<file path="config.mk">
export PLATFORM = sky130hd
export DESIGN_NAME = gate_pattern_sequencer
export DESIGN_NICKNAME = d
export VERILOG_FILES = /design/src/rtl/gate_pattern_sequencer.sv
export SDC_FILE = /design/constraint.sdc
export NUM_CORES = 1
export LEC_CHECK = 0
export ABC_AREA = 1
export CAP_MARGIN = 20
export CORE_MARGIN = 5
export CORE_UTILIZATION = 25
export CTS_CLUSTER_DIAMETER = 120
export DETAILED_ROUTE_END_ITERATION = 12
export DONT_BUFFER_PORTS = 1
export PLACE_DENSITY_LB_ADDON = 0.05
export SYNTH_ARGS = -nofsm -noshare
export SYNTH_HDL_FRONTEND = slang
export SYNTH_SLANG_ARGS = --single-unit
</file>
<file path="constraint.sdc">
create_clock -name i_clk -period 2.79 [get_ports i_clk]
set_input_delay 0.837 -clock i_clk [delete_from_list [all_inputs] [get_ports i_clk]]
set_output_delay 0.837 -clock i_clk [all_outputs]
set_load 0.05 [all_outputs]
</file>
<file path="src/rtl/gate_pattern_sequencer.sv">
// Exhaustive 3-input stimulus sequencer for gate blocks: steps patterns 000..111,
// settles, samples the gate output against the selected function and tallies errors.
module gate_pattern_sequencer #(
    parameter int SETTLE_CYCLES = 2,
    parameter int CNT_W         = 4
) (
    input  logic       i_clk,
    input  logic       i_rst,
    input  logic       i_start,
    input  logic [1:0] i_gate_sel,
    input  logic       i_dut_out,
    output logic       o_pat_a,
    output logic       o_pat_b,
    output logic       o_pat_c,
    output logic       o_busy,
    output logic       o_done,
    output logic       o_pass,
    output logic [3:0] o_err_count,
    output logic [2:0] o_first_err_pat,
    output logic       o_first_err_valid
);

    typedef enum logic [1:0] {IDLE, SETTLE, SAMPLE, DONE} state_t;

    localparam logic [CNT_W-1:0] LP_CNT_LAST = CNT_W'(SETTLE_CYCLES - 1);

    state_t           r_state;
    logic [2:0]       r_pat;
    logic [CNT_W-1:0] r_cnt;
    logic [1:0]       r_gsel;
    logic             r_busy;
    logic             r_done;
    logic             r_pass;
    logic [3:0]       r_err;
    logic [2:0]       r_fep;
    logic             r_fev;

    logic             w_expect;
    logic             w_mismatch;
    logic [3:0]       w_err_next;

    always_comb begin
        case (r_gsel)
            2'b00:   w_expect = |r_pat;
            2'b01:   w_expect = &r_pat;
            2'b10:   w_expect = ^r_pat;
            default: w_expect = ~|r_pat;
        endcase
    end

    assign w_mismatch = (i_dut_out != w_expect);
    // Final pass verdict must include a mismatch found in the last SAMPLE cycle.
    assign w_err_next = r_err + {3'b000, w_mismatch};

    always_ff @(posedge i_clk) begin
        if (i_rst) begin
            r_state <= IDLE;
            r_pat   <= 3'b000;
            r_cnt   <= '0;
            r_gsel  <= 2'b00;
            r_busy  <= 1'b0;
            r_done  <= 1'b0;
            r_pass  <= 1'b0;
            r_err   <= 4'd0;
            r_fep   <= 3'b000;
            r_fev   <= 1'b0;
        end else begin
            case (r_state)
                IDLE: begin
                    r_done <= 1'b0;
                    if (i_start) begin
                        r_gsel  <= i_gate_sel;
                        r_err   <= 4'd0;
                        r_fep   <= 3'b000;
                        r_fev   <= 1'b0;
                        r_pat   <= 3'b000;
                        r_cnt   <= '0;
                        r_busy  <= 1'b1;
                        r_state <= SETTLE;
                    end
                end
                SETTLE: begin
                    r_cnt <= r_cnt + 1'b1;
                    if (r_cnt == LP_CNT_LAST)
                        r_state <= SAMPLE;
                end
                SAMPLE: begin
                    r_err <= w_err_next;
                    if (w_mismatch && !r_fev) begin
                        r_fep <= r_pat;
                        r_fev <= 1'b1;
                    end
                    if (r_pat == 3'b111) begin
                        r_busy  <= 1'b0;
                        r_done  <= 1'b1;
                        r_pass  <= (w_err_next == 4'd0);
                        r_state <= DONE;
                    end else begin
                        r_pat   <= r_pat + 3'd1;
                        r_cnt   <= '0;
                        r_state <= SETTLE;
                    end
                end
                default: begin
                    r_done  <= 1'b0;
                    r_state <= IDLE;
                end
            endcase
        end
    end

    assign o_pat_a           = r_pat[2];
    assign o_pat_b           = r_pat[1];
    assign o_pat_c           = r_pat[0];
    assign o_busy            = r_busy;
    assign o_done            = r_done;
    assign o_pass            = r_pass;
    assign o_err_count       = r_err;
    assign o_first_err_pat   = r_fep;
    assign o_first_err_valid = r_fev;

endmodule

</file>
# Yosys cells after proc, flatten, opt, wreduce, memory -nomap -nowiden
# Cells that the tools add are included.
classes:
  eq_ne: 12
  n_reduce_logical: 20
  n_bitwise: 1
  muxes: 22
  add_sub_neg: 3
op_table:
  columns: ["operator", "n"]
  rows:
  - ["AND reduction 3 bit", 5]
  - ["one-hot mux 3 bit (2 select lines)", 2]
  - ["one-hot mux 4 bit (3 select lines)", 1]
  - ["inequality test 2 bit (second input constant)", 5]
  - ["AND reduction 2 bit", 5]
  - ["two-way mux 3 bit", 3]
  - ["two-way mux 4 bit", 2]
  - ["one-hot mux 4 bit (2 select lines)", 1]
  - ["two-way mux 2 bit", 3]
  - ["one-hot mux 1 bit (2 select lines)", 3]
  - ["one-hot mux 2 bit (3 select lines)", 1]
  - ["two-way mux 1 bit", 5]
  - ["adder 4 x 1 -> 4 bit", 1]
  - ["adder 4 x 1 -> 4 bit (second input constant)", 1]
  - ["equality test 2 x 1 -> 1 bit (second input constant)", 2]
  - ["equality test 2 bit (second input constant)", 2]
  - ["equality test 4 x 1 -> 1 bit (second input constant)", 1]
  - ["zero test 2 bit", 2]
  - ["zero test 4 bit", 1]
  - ["adder 3 x 1 -> 3 bit (second input constant)", 1]
  - ["equality test 3 bit (second input constant)", 1]
  - ["one-hot mux 1 bit (3 select lines)", 1]
  - ["nonzero test 3 bit", 1]
  - ["OR reduction 3 bit", 1]
  - ["6 further kinds", 7]
word_totals:
  reg_bits: 22
  elab_cells: 68
  output_inout_bits: 14
  inputBits: 6

# Depth between registers and ports, before layout
# Gate-level depths: netlist of run 1.
logic_depth:
  ltp_word: 7
  depth_mapped: 16
  mapped_depth_nobuf: 16

# Least setup slack after synthesis of run 1
# OpenSTA, ideal clock, no wires.
synth_timing:
  path_type: "register -> register"
  from: "register r_pat[0]"
  to: "register r_pass (netlist: o_pass)"
  setup_time_ps: 70
  synth_period_minus_slack_ps: 2497
  path_stages_with_launch: 16
  n_path_buf: 0
  path_slack_ps: 293
  arrival_ps: 2427
  required_time_ps: 2720
  path_cell_list: "dfxtp_1 -> inv_1 -> ha_1 -> inv_1 -> nand2_1 -> nand2_1 -> nand2_1 -> nand4_1 -> nand2_1 -> inv_1 -> ha_1 -> ha_1 -> xor2_1 -> nor3_1 -> nand2_1 -> a21oi_1"
synth_between:
  elab_chain_cells: 6
  word_cells_on_any_way: 10
  cone_classes: "1 x add/sub; 2 x eq/ne; 1 x mux; 6 x reduce/logical"
synth_rtl:
  columns: ["element", "line", "source"]
  rows:
  - ["from (decl)", "28", "logic [2:0] r_pat;"]
  - ["from (signal assigned)", "99", "r_pat <= r_pat + 3'd1;"]
  - ["OR reduction 3 bit", "44, 47", null]
  - ["zero test 1 bit", "47", "default: w_expect = ~|r_pat;"]
  - ["one-hot mux 1 bit (3 select lines)", "43", "case (r_gsel)"]
  - ["inequality test 1 bit", "51", "assign w_mismatch = (i_dut_out != w_expect);"]
  - ["adder 4 x 1 -> 4 bit", "53", "assign w_err_next = r_err + {3'b000, w_mismatch};"]
  - ["zero test 4 bit", "96", "r_pass <= (w_err_next == 4'd0);"]
  - ["to (signal assigned)", "96", null]
  - ["to (decl)", "33", "logic r_pass;"]
# Several ways; a longest one is shown, not always the timed one.
# A chain may end at the register's enable or synchronous reset.

# Worst setup path after layout of run 1
layout_timing:
  from: "register r_pat[1]"
  to: "register r_pass (netlist: o_pass)"
# Same word-level chain as after synthesis.

==> flow_metrics.tcl, run 1 <==
set metrics [dict create \
    nNetsFinal 158 \
    start_util_pct 25.32 \
    relSlewSlack_pct 61.33 \
    die_y_um 75.72 \
    yosysSeqAreaShare_pct 40.79 \
    via_count 889 \
    period_needed_ns 2.357 \
    p_sw_mw 0.2402 \
    fp.dieW_um 75.72 \
    hold_viol_final 0 \
    cap_violations 0 \
    timing.rr.start "r_pat[1]$_SDFFE_PP0P_" \
    place_area_sq_um 1156 \
    avgViaCountPerCell 4.536 \
    power_switching_share_pct 32.20 \
    numCtsBuffers 3 \
    yosysWarnings 0 \
    ant_nets 0 \
    avgSynthCellArea_sq_um 7.768 \
    dr.pass1.iters 4 \
    synthFlopType "dfxtp_1" \
    grt_use_total_pct 10.07 \
    io_buffers 0 \
    p_int_mw 0.5058 \
    tightest_slew_ns 0.5792 \
    crit_start "r_pat[1]$_SDFFE_PP0P_" \
    finalCritPeriodShare_pct 84.48 \
    crit_arrival_ns 2.56 \
    timing.rr.end "o_pass$_SDFFE_PP0P_" \
    p_clk_share_pct 31.6 \
    drt_iter0_markers 22 \
    grt_pass1_wl_um 4333 \
    fp-row-count 24 \
    pwr-share-comb_pct 20.0 \
    slowest_delay_ns 0.38 \
    hold_class "reg -> reg" \
    grt.overflow.total 0 \
    setup_viol 0 \
    dieArea_sq_um 5734 \
    syn_area_sq_um 1080 \
    rrSetupSlack_ns 0.43 \
    peakVddDrop_mv 0.1869 \
    cts_max_path_buffers 2 \
    clkLatencyLatePin_ns 0.26 \
    p_per_area_nw_per_um2 615.9 \
    cp-start-kind "flip-flop" \
    clock_skew_ns 0.002581 \
    synth-seq-cells 22 \
    maxSlewViolCount 0 \
    crit_path_end "o_pass$_SDFFE_PP0P_" \
    drive_gt1_share_pct 11.81 \
    crit_path_end_kind "flip-flop" \
    r2r_cells 14 \
    n_antenna_cell 0 \
    area_growth_pct 12.17 \
    maxClockFrequency_mhz 424.3 \
    cts_max_level 1 \
    fin_tns_setup_ns 0 \
    synth.area.top_cells "dfxtp_1 41%, a21oi_1 8.8%, ha_1 8.1%" \
    postLayoutCellArea_sq_um 1211 \
    cp_top_family "simple AND/OR/NAND/NOR gates" \
    synth.distinct_cells 24 \
    grt_max_degree 16 \
    final_common_cell "dfxtp_1" \
    cts.sinks 22 \
    critPathBufInv 3 \
    cts-root-buf "clkbuf_8" \
    drc 0 \
    synth_top_area_share_pct 40.79 \
    status "complete, no violations" \
    cts_setup_buffers 0 \
    final_cell_mix "22 x dfxtp_1, 19 x inv_1, 19 x a21oi_1" \
    synth_nets 152 \
    cp.required_ns 2.99 \
    tritoncts "built" \
    critPathMaxFanout 5 \
    syn_inst 139 \
    dpl.hpwl_um 1929 \
    grt_pass1_vias 925 \
    wire_per_inst_um 12.92 \
    async_flop_share_pct 0 \
    post_cts_resized 0 \
    power_mw 0.7460 \
    rsz0062_at_grt "no" \
    crit_chain "inv_1, ha_1, inv_1, nand2_1, nand3_1, nand4_1, nand2_1, inv_1, ha_1, ha_1, xor2_1, nor3_1, nand2_1, a21oi_1" \
    leakage_nw 0.4940 \
    fillCellCount 477 \
    synth_top_area_cell "dfxtp_1" \
    crit_path_top_delay_cell "dfxtp_1" \
    ctsHoldBuffers 0 \
    gp_congestion 0.7016 \
    core_sq_um 4264 \
    cts.clk_slew.worst_paths_ns 0.09 \
    antenna_found_initial 0 \
    num_io_pins 20 \
    path_depth 14 \
    routed_wl_um 2532 \
    seqPwrFrac_pct 48.4 \
    synth_edf_count 0 \
    criticalPathCategory "reg -> reg" \
]
==> synthesized netlist by cell type (2+ instances only) <==
cell,number
nand2_1,18
a22oi_1,2
a211oi_1,2
a21oi_1,19
o21ai_0,7
nor3_1,3
nand4_1,5
inv_2,4
inv_1,19
xor2_1,2
nor3b_1,2
nand3_1,9
nor2_1,9
ha_1,7
dfxtp_1,22
==> flip-flops by register name (all words and copies together) (netlist names) <==
signal             flops
o_busy                 1
o_done                 1
o_err_count            4
o_first_err_pat        3
o_first_err_valid      1
o_pass                 1
r_cnt                  4
r_gsel                 2
r_pat                  3
r_state                2
==> final cells by class <==
cell class	instances	area [sq um]	area share, %
Timing Repair Buffer	3	22.52	1.860
Inverter	23	86.33	7.128
Clock buffer	4	55.05	4.545
Tap cell	52	65.06	5.372
Multi-Input combinational cell	92	541.8	44.73
Sequential cell	22	440.4	36.36
==> power by group through the flow <==
stage	Combinational, mW	Sequential (mW)	Clock, mW
2_1_floorplan	0.108	0.380	0
3_3_place_gp	0.151	0.369	0
3_5_place_dp	0.151	0.369	0
4_1_cts	0.152	0.362	0.245
5_1_grt	0.175	0.365	0.260
6_report	0.149	0.361	0.236
==> routing by layer <==
layer / vias to the layer above / part of all wire [%] / routed length (um) / track usage, %
li1: 475 / - / - / -
met4: 0 / 0.91 / 23 / 4.078
met1: 400 / 47 / 1199 / 12.37
met3: 2 / 7.8 / 198 / 4.090
met2: 12 / 44 / 1111 / 15.63
met5: - / 0 / 0 / 0
==> logic make-up after synthesis <==
group,share of synthesized area (%)
xor gates and xnor gates,1.623
buffers and inverters,9.038
and+or+nand+nor,23.06
adders and majority gates,8.111
DFF,40.79
AOI/OAI and AO/OA,17.38
==> worst reg2reg max path, cell delays in order (launching register included) <==
cell,delay [ns]
dfxtp_1,0.38
inv_1,0.07
ha_1,0.31
inv_1,0.08
nand2_1,0.05
nand3_1,0.10
nand4_1,0.22
nand2_1,0.14
inv_1,0.05
ha_1,0.20
ha_1,0.20
xor2_1,0.15
nor3_1,0.16
nand2_1,0.07
a21oi_1,0.11
==> worst min-delay path by stage <==
| stage | from | end | cells after the start | slack (ns) |
|---|---|---|---|---|
| after floorplan | r_gsel[1]$_SDFFE_PP0P_ | r_gsel[1]$_SDFFE_PP0P_ | 2 | 0.46 |
| after global placement | r_cnt[1]$_SDFFE_PP0P_ | r_cnt[1]$_SDFFE_PP0P_ | 2 | 0.49 |
| after detailed placement | r_cnt[1]$_SDFFE_PP0P_ | r_cnt[1]$_SDFFE_PP0P_ | 2 | 0.49 |
| after CTS | r_cnt[1]$_SDFFE_PP0P_ | r_cnt[1]$_SDFFE_PP0P_ | 2 | 0.50 |
| after global routing | r_cnt[1]$_SDFFE_PP0P_ | r_cnt[1]$_SDFFE_PP0P_ | 2 | 0.54 |
| final | r_cnt[1]$_SDFFE_PP0P_ | r_cnt[1]$_SDFFE_PP0P_ | 2 | 0.50 |
==> stage by stage <==
step / std cells / worst slack (ns) / util, % / hold WS (ns)
6_report: 196 / 0.4329 / 28.40 / 0.5007
5_1_grt: 196 / 0.1110 / 28.40 / 0.5438
4_1_cts: 196 / 0.3873 / 28.40 / 0.5039
3_5_place_dp: 192 / 0.4161 / 27.11 / 0.4907
3_3_place_gp: 192 / 0.5078 / 27.11 / 0.4858
2_1_floorplan: 139 / 0.2932 / - / 0.4634
Power figures use the tool's default switching activity.
==> run 2: changes to the inputs <==
--- a/config.mk
+++ b/config.mk
@@ -5,7 +5,7 @@
 export SDC_FILE = /design/constraint.sdc
 export NUM_CORES = 1
 export LEC_CHECK = 0
-export ABC_AREA = 1
+export ABC_AREA = 0
 export CAP_MARGIN = 20
 export CORE_MARGIN = 5
 export CORE_UTILIZATION = 25
==> constraint.sdc (replaced) <==
create_clock -name i_clk -period 2.2 [get_ports i_clk]
set_input_delay 0.66 -clock i_clk [delete_from_list [all_inputs] [get_ports i_clk]]
set_output_delay 0.66 -clock i_clk [all_outputs]
set_load 0.05 [all_outputs]
==> run 2 against run 1 <==
  * The flow now finishes with violations (negative setup slack)
  * Utilization up 4.6 points
  * Maximum frequency shrank 3.3%
  * Clock power up 13%
  * Critical path depth is 3 lower
  * Non-clock buffer count is 13 higher
  * Largest cell class unchanged
  * Critical path type unchanged
  * Count of clock-buffer cells in the layout is the same
  * Die area increased by 1.1%
  * Largest power group unchanged
  * Power increased by 5.0%
==> flow_metrics.tcl, run 2 <==
set metrics [dict create \
    status "complete, but fails checks" \
    violations "negative setup slack" \
    dp_cells 191 \
    period_needed_ns 2.437 \
    cp-start-kind "flip-flop" \
    synth_nets 143 \
    dpl.hpwl_um 2040 \
    finalCritPeriodShare_pct 110.8 \
    antenna_found_initial 0 \
    grt_use_total_pct 9.763 \
    critPathMaxFanout 3 \
    slowest_delay_ns 0.38 \
    fp-row-count 24 \
    synth-xor-area-share_pct 3.204 \
    crit_path_end_kind "flip-flop" \
    criticalPathCategory "reg -> reg" \
    syn_area_sq_um 1094 \
    drive_gt1_share_pct 27.08 \
    fin_hold_ws_ns 0.4519 \
    drt_iter0_markers 22 \
    n_antenna_cell 0 \
    crit_start "r_pat[1]$_SDFFE_PP0P_" \
    power_mw 0.7835 \
    fin_tns_setup_ns -0.5529 \
    tritoncts "built" \
    io_buffers 0 \
    ant_nets 0 \
    start_util_pct 25.47 \
    cts.sinks 22 \
    routed_wl_um 2847 \
    grt_pass1_vias 935 \
    nNetsFinal 158 \
    clkLatencyLatePin_ns 0.26 \
    area_growth_pct 29.41 \
    num_io_pins 20 \
    gp_congestion 0.6877 \
    synth-seq-cells 22 \
    worst_slack_ns -0.2367 \
    cp_top_family "simple AND/OR/NAND/NOR gates" \
    cp.required_ns 2.40 \
    final_cell_mix "22 x nor2_1, 19 x dfxtp_1, 16 x buf_4" \
    synthFlopType "dfxtp_1" \
    critPathBufInv 1 \
    hold_viol_final 0 \
    synth.distinct_cells 28 \
    synth_top_family_by_area "simple AND/OR/NAND/NOR gates" \
    grt_pass1_wl_um 4602 \
    yosysWarnings 0 \
    cts.clk_slew.worst_paths_ns 0.08 \
    synthAdderAreaFrac_pct 8.009 \
    p_per_area_nw_per_um2 553.6 \
    leakage_nw 0.5330 \
    dieArea_sq_um 5797 \
    grt.overflow.total 0 \
    avgSynthCellArea_sq_um 8.412 \
    yosysSeqAreaShare_pct 40.27 \
    dr.pass1.iters 5 \
    crit_path_top_delay_cell "dfxtp_4" \
    wire_per_inst_um 14.53 \
    cts_max_path_buffers 2 \
    rsz0062_at_grt "yes" \
    core_sq_um 4294 \
    die_y_um 76.14 \
    async_flop_share_pct 0 \
    fp.dieW_um 76.14 \
    synth_top_area_cell "dfxtp_1" \
    tightest_slew_ns 0.5980 \
    cap_violations 0 \
    drc 0 \
    peakVddDrop_mv 0.2019 \
    avgViaCountPerCell 4.888 \
    synthTopCellsByCount "22 x dfxtp_1, 22 x nor2_1, 11 x a21oi_1" \
    via_count 958 \
    synth_top_area_share_pct 40.27 \
    relSlewSlack_pct 60.05 \
    crit_chain "inv_4, ha_4, nor3_2, and4b_1, or3_4, and2_4, ha_4, ha_4, nor4_4, nand3_1, a21oi_1" \
    timing.rr.start "r_pat[1]$_SDFFE_PP0P_" \
    setup_viol 3 \
    maxClockFrequency_mhz 410.4 \
    numCtsBuffers 3 \
    grt_max_degree 23 \
    synth_compound_area_share_pct 17.62 \
    cts_max_level 1 \
    synthSimpleGateAreaFrac_pct 22.88 \
    hold_class "in -> reg" \
    clock_skew_ns 0.002321 \
    syn_inst 130 \
    utilization_pct 32.95 \
    cpMostUsedCell "ha_4" \
    synth.mux.area_fraction_pct 2.860 \
    synth.area.top_cells "dfxtp_1 40%, ha_1 8.0%, nor2_1 7.6%" \
    ctsHoldBuffers 0 \
    final_common_cell "nor2_1" \
    cts-root-buf "clkbuf_8" \
    hold_path.startpoint "i_rst" \
    crit_arrival_ns 2.63 \
    maxSlewViolCount 0 \
    stdcell_count 196 \
    synth_edf_count 0 \
]
[run 2: cell types whose count changed after synthesis, moves of 5 or more]
| cell | before | now |
|---|---|---|
| inv_1 | 19 | 7 |
| a22oi_1 | 2 | 7 |
| nand3_1 | 9 | 4 |
| nand2_1 | 18 | 5 |
| nor2_1 | 9 | 22 |
| a21oi_1 | 19 | 11 |
[run 2: where the power goes]
part / switching (mW) / internal, mW / leakage (nW)
sequential: 0.0202 / 0.405 / 0.180
combinational: 0.0464 / 0.0455 / 0.330
clock: 0.137 / 0.129 / 0.0228
total: 0.204 / 0.579 / 0.533
[run 2: kinds of logic after synthesis]
| family | Yosys count |
|---|---|
| compound gates | 30 |
| mux | 3 |
| fa+ha+maj | 7 |
| buf+inv | 13 |
| simple gates | 51 |
| xor+xnor | 4 |
| flops | 22 |
[run 2: layer usage]
| metal | part of all wire [%] | track usage, % | wire length [um] | vias up |
|---|---|---|---|---|
| met4 | 0.81 | 3.671 | 23 | 0 |
| met2 | 47 | 15.92 | 1346 | 15 |
| met3 | 4.4 | 2.482 | 125 | 2 |
| li1 | - | - | - | 490 |
| met1 | 47 | 12.29 | 1352 | 451 |
| met5 | 0 | 0 | 0 | - |
[run 2: per-stage QoR]
stage | worst slack [ns] | area [sq um]
after floorplan | -0.4148 | 1144
after global placement | -0.3364 | 1291
after detailed placement | -0.3664 | 1291
after CTS | -0.2267 | 1386
after global routing | -0.3449 | 1415
final | -0.2367 | 1415
[run 2: timing repair]
item | CTS | global route
resized for setup | 9 | 6
pin swaps | 8 | 3
buffers inserted | 1 | 0
setup endpoints to repair | 4 | 4
[run 2: final cells by class]
class                           count  area [sq um]
Fill cell                         459          2879
Tap cell                           52         65.06
Sequential cell                    22         449.2
Inverter                            7         31.28
Clock buffer                        4         45.04
Timing Repair Buffer               16         120.1
Multi-Input combinational cell     95         704.4
[run 2: worst paths after layout]
check                                end  slack (ns)  cells after the start
min reg2reg  o_err_count[2]$_SDFFE_PP0P_        0.55                      2
max reg2reg          o_pass$_SDFFE_PP0P_       -0.24                     11
max                  o_pass$_SDFFE_PP0P_       -0.24                     11
min                  o_busy$_SDFFE_PP0P_        0.45                      1
